[config.mk]
export PLATFORM = sky130hd
export DESIGN_NAME = load_store_mem_access_stage
export DESIGN_NICKNAME = d
export VERILOG_FILES = /design/src/rtl/load_store_mem_access_stage_pkg.sv /design/src/rtl/load_store_mem_access_stage_lane_align.sv /design/src/rtl/load_store_mem_access_stage.sv
export SDC_FILE = /design/constraint.sdc
export NUM_CORES = 1
export LEC_CHECK = 0
export CORE_MARGIN = 8
export CORE_UTILIZATION = 42
export DETAILED_ROUTE_END_ITERATION = 12
export PLACE_DENSITY_LB_ADDON = 0.2
export RECOVER_POWER = 50
export SLEW_MARGIN = 20
export SYNTH_ARGS = -nofsm -noshare
export SYNTH_HDL_FRONTEND = slang
export SYNTH_SLANG_ARGS = --single-unit
[constraint.sdc]
create_clock -name clk_in -period 3.3 [get_ports clk_in]
set_clock_uncertainty 0.15 [all_clocks]
set_input_delay 0.99 -clock clk_in [delete_from_list [all_inputs] [get_ports clk_in]]
set_output_delay 0.99 -clock clk_in [all_outputs]
set_load 0.05 [all_outputs]
[src/rtl/load_store_mem_access_stage_pkg.sv]
// Shared encodings for the load/store memory-access stage: FSM states and
// transfer-size codes.
package load_store_mem_access_stage_pkg;

    localparam logic [1:0] ST_IDLE   = 2'b00;
    localparam logic [1:0] ST_ACCESS = 2'b01;
    localparam logic [1:0] ST_MULTI  = 2'b10;

    localparam logic [1:0] SIZE_BYTE = 2'b00;
    localparam logic [1:0] SIZE_HALF = 2'b01;
    localparam logic [1:0] SIZE_WORD = 2'b10;

endpackage

[src/rtl/load_store_mem_access_stage_lane_align.sv]
// Byte-lane steering for a 32-bit data memory: byte enables, store-data replication
// and load-data extraction with zero extension.
module mem_lane_align
    import load_store_mem_access_stage_pkg::*;
#(
    parameter int DATA_W = 32
) (
    input  logic [1:0]        addr_lo,
    input  logic [1:0]        size,
    input  logic [DATA_W-1:0] st_data,
    input  logic [DATA_W-1:0] ld_raw,
    output logic [3:0]        be,
    output logic [DATA_W-1:0] st_lanes,
    output logic [DATA_W-1:0] ld_data
);

    logic [DATA_W-1:0] ld_shift_s;

    // Move the addressed byte/halfword down to bit 0 before truncation.
    always_comb begin
        ld_shift_s = ld_raw >> {addr_lo, 3'b000};
    end

    // Lane enables, store replication and load extraction per access size; size 11 acts as word.
    always_comb begin
        be       = 4'b1111;
        st_lanes = st_data;
        ld_data  = ld_raw;
        case (size)
            SIZE_BYTE: begin
                be       = 4'b0001 << addr_lo;
                st_lanes = {4{st_data[7:0]}};
                ld_data  = {{(DATA_W-8){1'b0}}, ld_shift_s[7:0]};
            end
            SIZE_HALF: begin
                be       = addr_lo[1] ? 4'b1100 : 4'b0011;
                st_lanes = {2{st_data[15:0]}};
                ld_data  = addr_lo[1] ? {{(DATA_W-16){1'b0}}, ld_raw[31:16]}
                                      : {{(DATA_W-16){1'b0}}, ld_raw[15:0]};
            end
            default: begin
                be       = 4'b1111;
                st_lanes = st_data;
                ld_data  = ld_raw;
            end
        endcase
    end

endmodule

[src/rtl/load_store_mem_access_stage.sv]
// Memory-access stage: runs the data-memory req/ack handshake for single and
// multiple (LDM/STM) transfers and writes load results back one pulse per beat.
module load_store_mem_access_stage
    import load_store_mem_access_stage_pkg::*;
#(
    parameter int ADDR_W     = 32,
    parameter int DATA_W     = 32,
    parameter int REG_ADDR_W = 4,
    parameter int TAG_W      = 4,
    parameter int REG_LIST_W = 16
) (
    input  logic                  clk_in,
    input  logic                  reset_in,
    input  logic                  valid_in,
    output logic                  ready_out,
    input  logic                  instr_exec_in,
    input  logic [TAG_W-1:0]      instr_tag_in,
    input  logic [ADDR_W-1:0]     addr_in,
    input  logic                  is_load_in,
    input  logic [1:0]            size_in,
    input  logic [REG_ADDR_W-1:0] rd_addr_in,
    input  logic [DATA_W-1:0]     str_data_in,
    input  logic                  ld_str_multiple_in,
    input  logic [REG_LIST_W-1:0] reg_list_in,
    output logic [REG_ADDR_W-1:0] stm_rd_addr_out,
    input  logic [DATA_W-1:0]     stm_rd_data_in,
    output logic                  mem_req_out,
    output logic                  mem_we_out,
    output logic [ADDR_W-1:0]     mem_addr_out,
    output logic [3:0]            mem_be_out,
    output logic [DATA_W-1:0]     mem_wdata_out,
    input  logic                  mem_ack_in,
    input  logic [DATA_W-1:0]     mem_rdata_in,
    output logic                  wb_valid_out,
    output logic [REG_ADDR_W-1:0] wb_addr_out,
    output logic [DATA_W-1:0]     wb_data_out,
    output logic [TAG_W-1:0]      wb_tag_out
);

    logic [1:0]            state_r;
    logic [ADDR_W-1:0]     addr_r;
    logic                  is_load_r;
    logic [1:0]            size_r;
    logic [REG_ADDR_W-1:0] rd_r;
    logic [DATA_W-1:0]     str_data_r;
    logic [TAG_W-1:0]      tag_r;
    logic [REG_LIST_W-1:0] list_r;
    logic                  mem_req_r;
    logic                  wb_valid_r;
    logic [REG_ADDR_W-1:0] wb_addr_r;
    logic [DATA_W-1:0]     wb_data_r;
    logic [TAG_W-1:0]      wb_tag_r;

    logic                  accept_s;
    logic                  ack_s;
    logic [REG_ADDR_W-1:0] cur_reg_s;
    logic [REG_LIST_W-1:0] list_next_s;
    logic [DATA_W-1:0]     st_src_s;
    logic [3:0]            be_s;
    logic [DATA_W-1:0]     st_lanes_s;
    logic [DATA_W-1:0]     ld_data_s;

    // Handshake qualifiers; an ack with no request outstanding is ignored.
    always_comb begin
        accept_s = valid_in && (state_r == ST_IDLE);
        ack_s    = mem_ack_in && mem_req_r;
    end

    // Lowest-set-bit priority encoder: scanning high to low leaves the lowest index.
    always_comb begin
        cur_reg_s = {REG_ADDR_W{1'b0}};
        for (int i = REG_LIST_W - 1; i >= 0; i--) begin
            cur_reg_s = list_r[i] ? REG_ADDR_W'(i) : cur_reg_s;
        end
        list_next_s = list_r & ~({{(REG_LIST_W-1){1'b0}}, 1'b1} << cur_reg_s);
    end

    // STM beats take their data straight from the register file read port.
    always_comb begin
        st_src_s = (state_r == ST_MULTI) ? stm_rd_data_in : str_data_r;
    end

    mem_lane_align #(
        .DATA_W (DATA_W)
    ) u_lane_align (
        .addr_lo  (addr_r[1:0]),
        .size     (size_r),
        .st_data  (st_src_s),
        .ld_raw   (mem_rdata_in),
        .be       (be_s),
        .st_lanes (st_lanes_s),
        .ld_data  (ld_data_s)
    );

    // Control FSM, captured instruction fields and writeback registers.
    always_ff @(posedge clk_in or negedge reset_in) begin
        if (!reset_in) begin
            state_r    <= ST_IDLE;
            addr_r     <= {ADDR_W{1'b0}};
            is_load_r  <= 1'b0;
            size_r     <= 2'b00;
            rd_r       <= {REG_ADDR_W{1'b0}};
            str_data_r <= {DATA_W{1'b0}};
            tag_r      <= {TAG_W{1'b0}};
            list_r     <= {REG_LIST_W{1'b0}};
            mem_req_r  <= 1'b0;
            wb_valid_r <= 1'b0;
            wb_addr_r  <= {REG_ADDR_W{1'b0}};
            wb_data_r  <= {DATA_W{1'b0}};
            wb_tag_r   <= {TAG_W{1'b0}};
        end else begin
            wb_valid_r <= 1'b0;
            case (state_r)
                ST_IDLE: begin
                    if (accept_s && instr_exec_in) begin
                        addr_r    <= addr_in;
                        is_load_r <= is_load_in;
                        tag_r     <= instr_tag_in;
                        if (ld_str_multiple_in) begin
                            // An empty register list completes as a no-op.
                            if (reg_list_in != {REG_LIST_W{1'b0}}) begin
                                list_r    <= reg_list_in;
                                size_r    <= SIZE_WORD;
                                mem_req_r <= 1'b1;
                                state_r   <= ST_MULTI;
                            end else begin
                                state_r   <= ST_IDLE;
                            end
                        end else begin
                            size_r     <= size_in;
                            rd_r       <= rd_addr_in;
                            str_data_r <= str_data_in;
                            mem_req_r  <= 1'b1;
                            state_r    <= ST_ACCESS;
                        end
                    end
                end
                ST_ACCESS: begin
                    if (ack_s) begin
                        mem_req_r <= 1'b0;
                        state_r   <= ST_IDLE;
                        if (is_load_r) begin
                            wb_valid_r <= 1'b1;
                            wb_addr_r  <= rd_r;
                            wb_data_r  <= ld_data_s;
                            wb_tag_r   <= tag_r;
                        end
                    end
                end
                ST_MULTI: begin
                    if (ack_s) begin
                        list_r <= list_next_s;
                        addr_r <= addr_r + ADDR_W'(3'd4);
                        if (is_load_r) begin
                            wb_valid_r <= 1'b1;
                            wb_addr_r  <= cur_reg_s;
                            wb_data_r  <= ld_data_s;
                            wb_tag_r   <= tag_r;
                        end
                        // Request stays high into the next beat unless this was the last register.
                        if (list_next_s == {REG_LIST_W{1'b0}}) begin
                            mem_req_r <= 1'b0;
                            state_r   <= ST_IDLE;
                        end
                    end
                end
                default: begin
                    mem_req_r <= 1'b0;
                    list_r    <= {REG_LIST_W{1'b0}};
                    state_r   <= ST_IDLE;
                end
            endcase
        end
    end

    // Memory-side outputs are derived from registers and held at zero between requests.
    always_comb begin
        ready_out       = (state_r == ST_IDLE);
        stm_rd_addr_out = (state_r == ST_MULTI) ? cur_reg_s : {REG_ADDR_W{1'b0}};
        mem_req_out     = mem_req_r;
        mem_we_out      = mem_req_r & ~is_load_r;
        mem_addr_out    = mem_req_r ? {addr_r[ADDR_W-1:2], 2'b00} : {ADDR_W{1'b0}};
        mem_be_out      = mem_req_r ? be_s : 4'b0000;
        mem_wdata_out   = (mem_req_r && !is_load_r) ? st_lanes_s : {DATA_W{1'b0}};
        wb_valid_out    = wb_valid_r;
        wb_addr_out     = wb_addr_r;
        wb_data_out     = wb_data_r;
        wb_tag_out      = wb_tag_r;
    end

endmodule

==> impl_metrics.yaml <==
cells_and_area:
  nets: 1417
  drive_gt1_share_pct: 22.2
  fin_area_um2: 12900
  fin_util_pct: 68.9
  area_growth_pct: 61.9
  fillers: 1463
  fin_cells: 1500
route:
  drt_wl_total_mm: 28.4
  num_vias: 8214
  dr.pass1.iters: 5
  avgRoutedWirePerCell_um: 19.0
  drc: 0
  detail_route.iter0.violations: 582
  vias_per_cell: 5.48
  final_antenna_net_count: 0
yosys:
  synth-seq-cells: 135
  yosysWarnings: 0
  ys_types: 55
  ys_async_sr_fraction_pct: 100
  netlist_instances: 955
  synth-edff-count: 0
  avgSynthCellArea_um2: 8.31
  ys_seq_area_share_pct: 42.6
  yosys.area.top_type: "dfrtp_1"
  yosysTopAreaCellShare_pct: 42.6
  synthTopCellsByArea: "dfrtp_1 (43%), nand2_1 (12%), a21oi_1 (4.7%)"
  synthFlopType: "dfrtp_1"
  syn_area_um2: 7940
timing:
  finalSetupViolations: 2
  hold_ws_ns: 0.323
  rsz0062_at_grt: "yes"
  final-max-slew-violation-count: 0
  tightest_slew_ns: 1.19
  timing.slew.headroom_pct: 20.9
  fin_ws_ns: -0.0558
  period_share_pct: 102
  tns_ns: -0.0935
  fmax_ghz: 0.298
  finalHoldViolCount: 0
  min_period_ns: 3.36
cts:
  numCtsBuffers: 17
  cts_tree: "done"
  cts_max_level: 4
  path_clk_slew_ns: 0.06
  root_buffer: "clkbuf_16"
  clock_latency_ns: 0.42
  clock_path_buffers: 2
  clock_sinks: 135
setup_path:
  rrSetupSlack_ns: 0.42
  r2r-start: "list_r[0]$_DFFE_PN0P_"
  r2r_cells: 7
  r2r-end: "mem_req_out$_DFFE_PN0P_"
  cp_max_fo: 2
  cp-start-kind: "input port"
  criticalPathCategory: "in -> out"
  worst_setup_path_end_kind: "output port"
  critPathRequiredTime_ns: 2.16
  crit_start: "stm_rd_data_in[13]"
  cp_data_arrival_time_ns: 2.22
grt:
  antenna_found_initial: 4
  globalRouteTotalUtil_pct: 23.8
  grt_pass1_wl_mm: 45.1
  grt_max_degree: 53
  grt_overflow: 0
  grt_pass1_vias: 8121
status:
  status: "complete, but fails checks"
  violations: "setup timing"
pwr:
  clkPwrFrac_pct: 15.5
  switching_share_pct: 47.4
  net-switching-power_mw: 6.57
  pwr-share-seq_pct: 22.9
  pwr-share-comb_pct: 61.6
  power_mw: 13.9
  p_int_mw: 7.29
  powerDensity_nw_per_um2: 1080
  max-vdd-ir-drop_v: 0.000522
  power_leakage_nw: 5.73
die:
  die_h_um: 153
  die_w_um: 153
  rows: 50
  core_area_um2: 18600
  initial_core_util_pct: 42.6
  ios: 277
  fp.dieArea_um2: 23600
worst_hold_path:
  hold_start: "str_data_r[16]$_DFFE_PN0P_"
  holdPathStages: 2
  hold_end: "str_data_r[16]$_DFFE_PN0P_"
  min_path_type: "reg -> reg"
run:
  max_cap_viol_count: 0
placed_design:
  placed_cells: 1458
  dp_hpwl_mm: 20.6
  io_buffers: 274
  dpl-instance-area_um2: 11800
  gp_congestion: 0.902
  dp_slack_ns: -0.282
-- state kept, by name, indices dropped and copies added, names as in the netlist --
register	count
addr_r	32
is_load_r	1
list_r	16
mem_req_out	1
rd_r	4
size_r	2
state_r	2
str_data_r	32
tag_r	4
wb_addr_out	4
wb_data_out	32
wb_tag_out	4
wb_valid_out	1
-- critical path, stage by stage --
cell             delay, ns
clkdlybuf4s50_1       0.40
mux2_2                0.30
a211oi_4              0.30
a211oi_4              0.06
buf_12                0.17
-- layer usage --
metal / GRT usage [%] / wire, um / vias up
met2: 37.6 / 13400 / 319
li1: - / - / 3939
met4: 8.12 / 629 / 4
met1: 31.2 / 12400 / 3913
met5: 0 / 22 / -
met3: 6.32 / 1940 / 39
-- power groups by stage --
| stage | combinational, mW | sequential [mW] | clock, mW |
|---|---|---|---|
| 2_1_floorplan | 4.48 | 3.70 | 0 |
| 3_3_place_gp | 7.94 | 3.12 | 0 |
| 3_5_place_dp | 8.03 | 3.15 | 0 |
| 4_1_cts | 8.38 | 3.14 | 2.18 |
| 5_1_grt | 9.12 | 3.30 | 2.25 |
| 6_report | 8.54 | 3.18 | 2.15 |
-- Yosys cell counts, types with 11 or more instances --
| cell | instances |
|---|---|
| mux2_2 | 23 |
| o21ai_0 | 65 |
| and3_1 | 11 |
| a22oi_1 | 11 |
| a211oi_1 | 16 |
| inv_1 | 20 |
| nand2_1 | 250 |
| clkbuf_1 | 56 |
| dfrtp_1 | 135 |
| a22o_1 | 11 |
| and2_1 | 34 |
| nor2_1 | 42 |
| o22ai_1 | 34 |
| nand3_1 | 34 |
| a21oi_1 | 74 |
| mux2i_1 | 33 |
-- layout by cell type, fill, tap and decap left out, types with 6 or more instances in the layout --
master / n
buf_12: 48
a22o_1: 11
dfrtp_2: 7
inv_1: 18
dlymetal6s2s_1: 7
o22ai_2: 6
dlygate4sd2_1: 11
nand2_4: 6
a21oi_2: 9
mux2_4: 14
o22ai_1: 26
nor3_1: 8
nor2_1: 30
a21oi_1: 65
nand2_1: 240
and2_1: 33
and3_1: 11
mux4_2: 8
nand3_1: 34
buf_4: 78
a22oi_1: 10
dfrtp_1: 128
mux2i_1: 31
o21ai_0: 64
clkbuf_16: 17
mux2_2: 9
a211oi_4: 14
clkdlybuf4s50_1: 185
nor4_1: 7
nand4_1: 7
nor2_2: 9
-- worst max path at each step --
| stage | to |
|---|---|
| floorplan | stm_rd_addr_out[3] |
| global placement | mem_wdata_out[24] |
| detailed placement | mem_wdata_out[24] |
| CTS | mem_wdata_out[31] |
| global route | mem_wdata_out[29] |
| finish | mem_wdata_out[29] |
-- cell type report --
cell class              instances  area (um^2)  area share [%]
multi-input cells             733         4730            36.8
clock buffers                  19          443            3.45
flip-flops and latches        135         3390            26.4
clock inverters                13          218            1.69
well taps                     234          293            2.28
repair buffers                342         3690            28.7
diodes                          2         5.00          0.0389
inverters                      22         90.1           0.701
-- kinds of logic after synthesis --
family	Yosys count	synth area share [%]
DFF	135	42.6
and+or+nand+nor	412	23.0
buffers and inverters	88	4.35
muxes	64	9.69
AOI/OAI and AO/OA	250	19.6
other	1	0.0472
adders and majority gates	5	0.788
-- repair_timing --
action	4_1_cts	5_1_grt
setup endpoints to repair	29	27
resized for setup	56	42
cloned	2	0
buffers inserted	6	6
pin swaps	23	19
hold buffers	0	0
No activity file was read; power rests on OpenSTA's default activity.
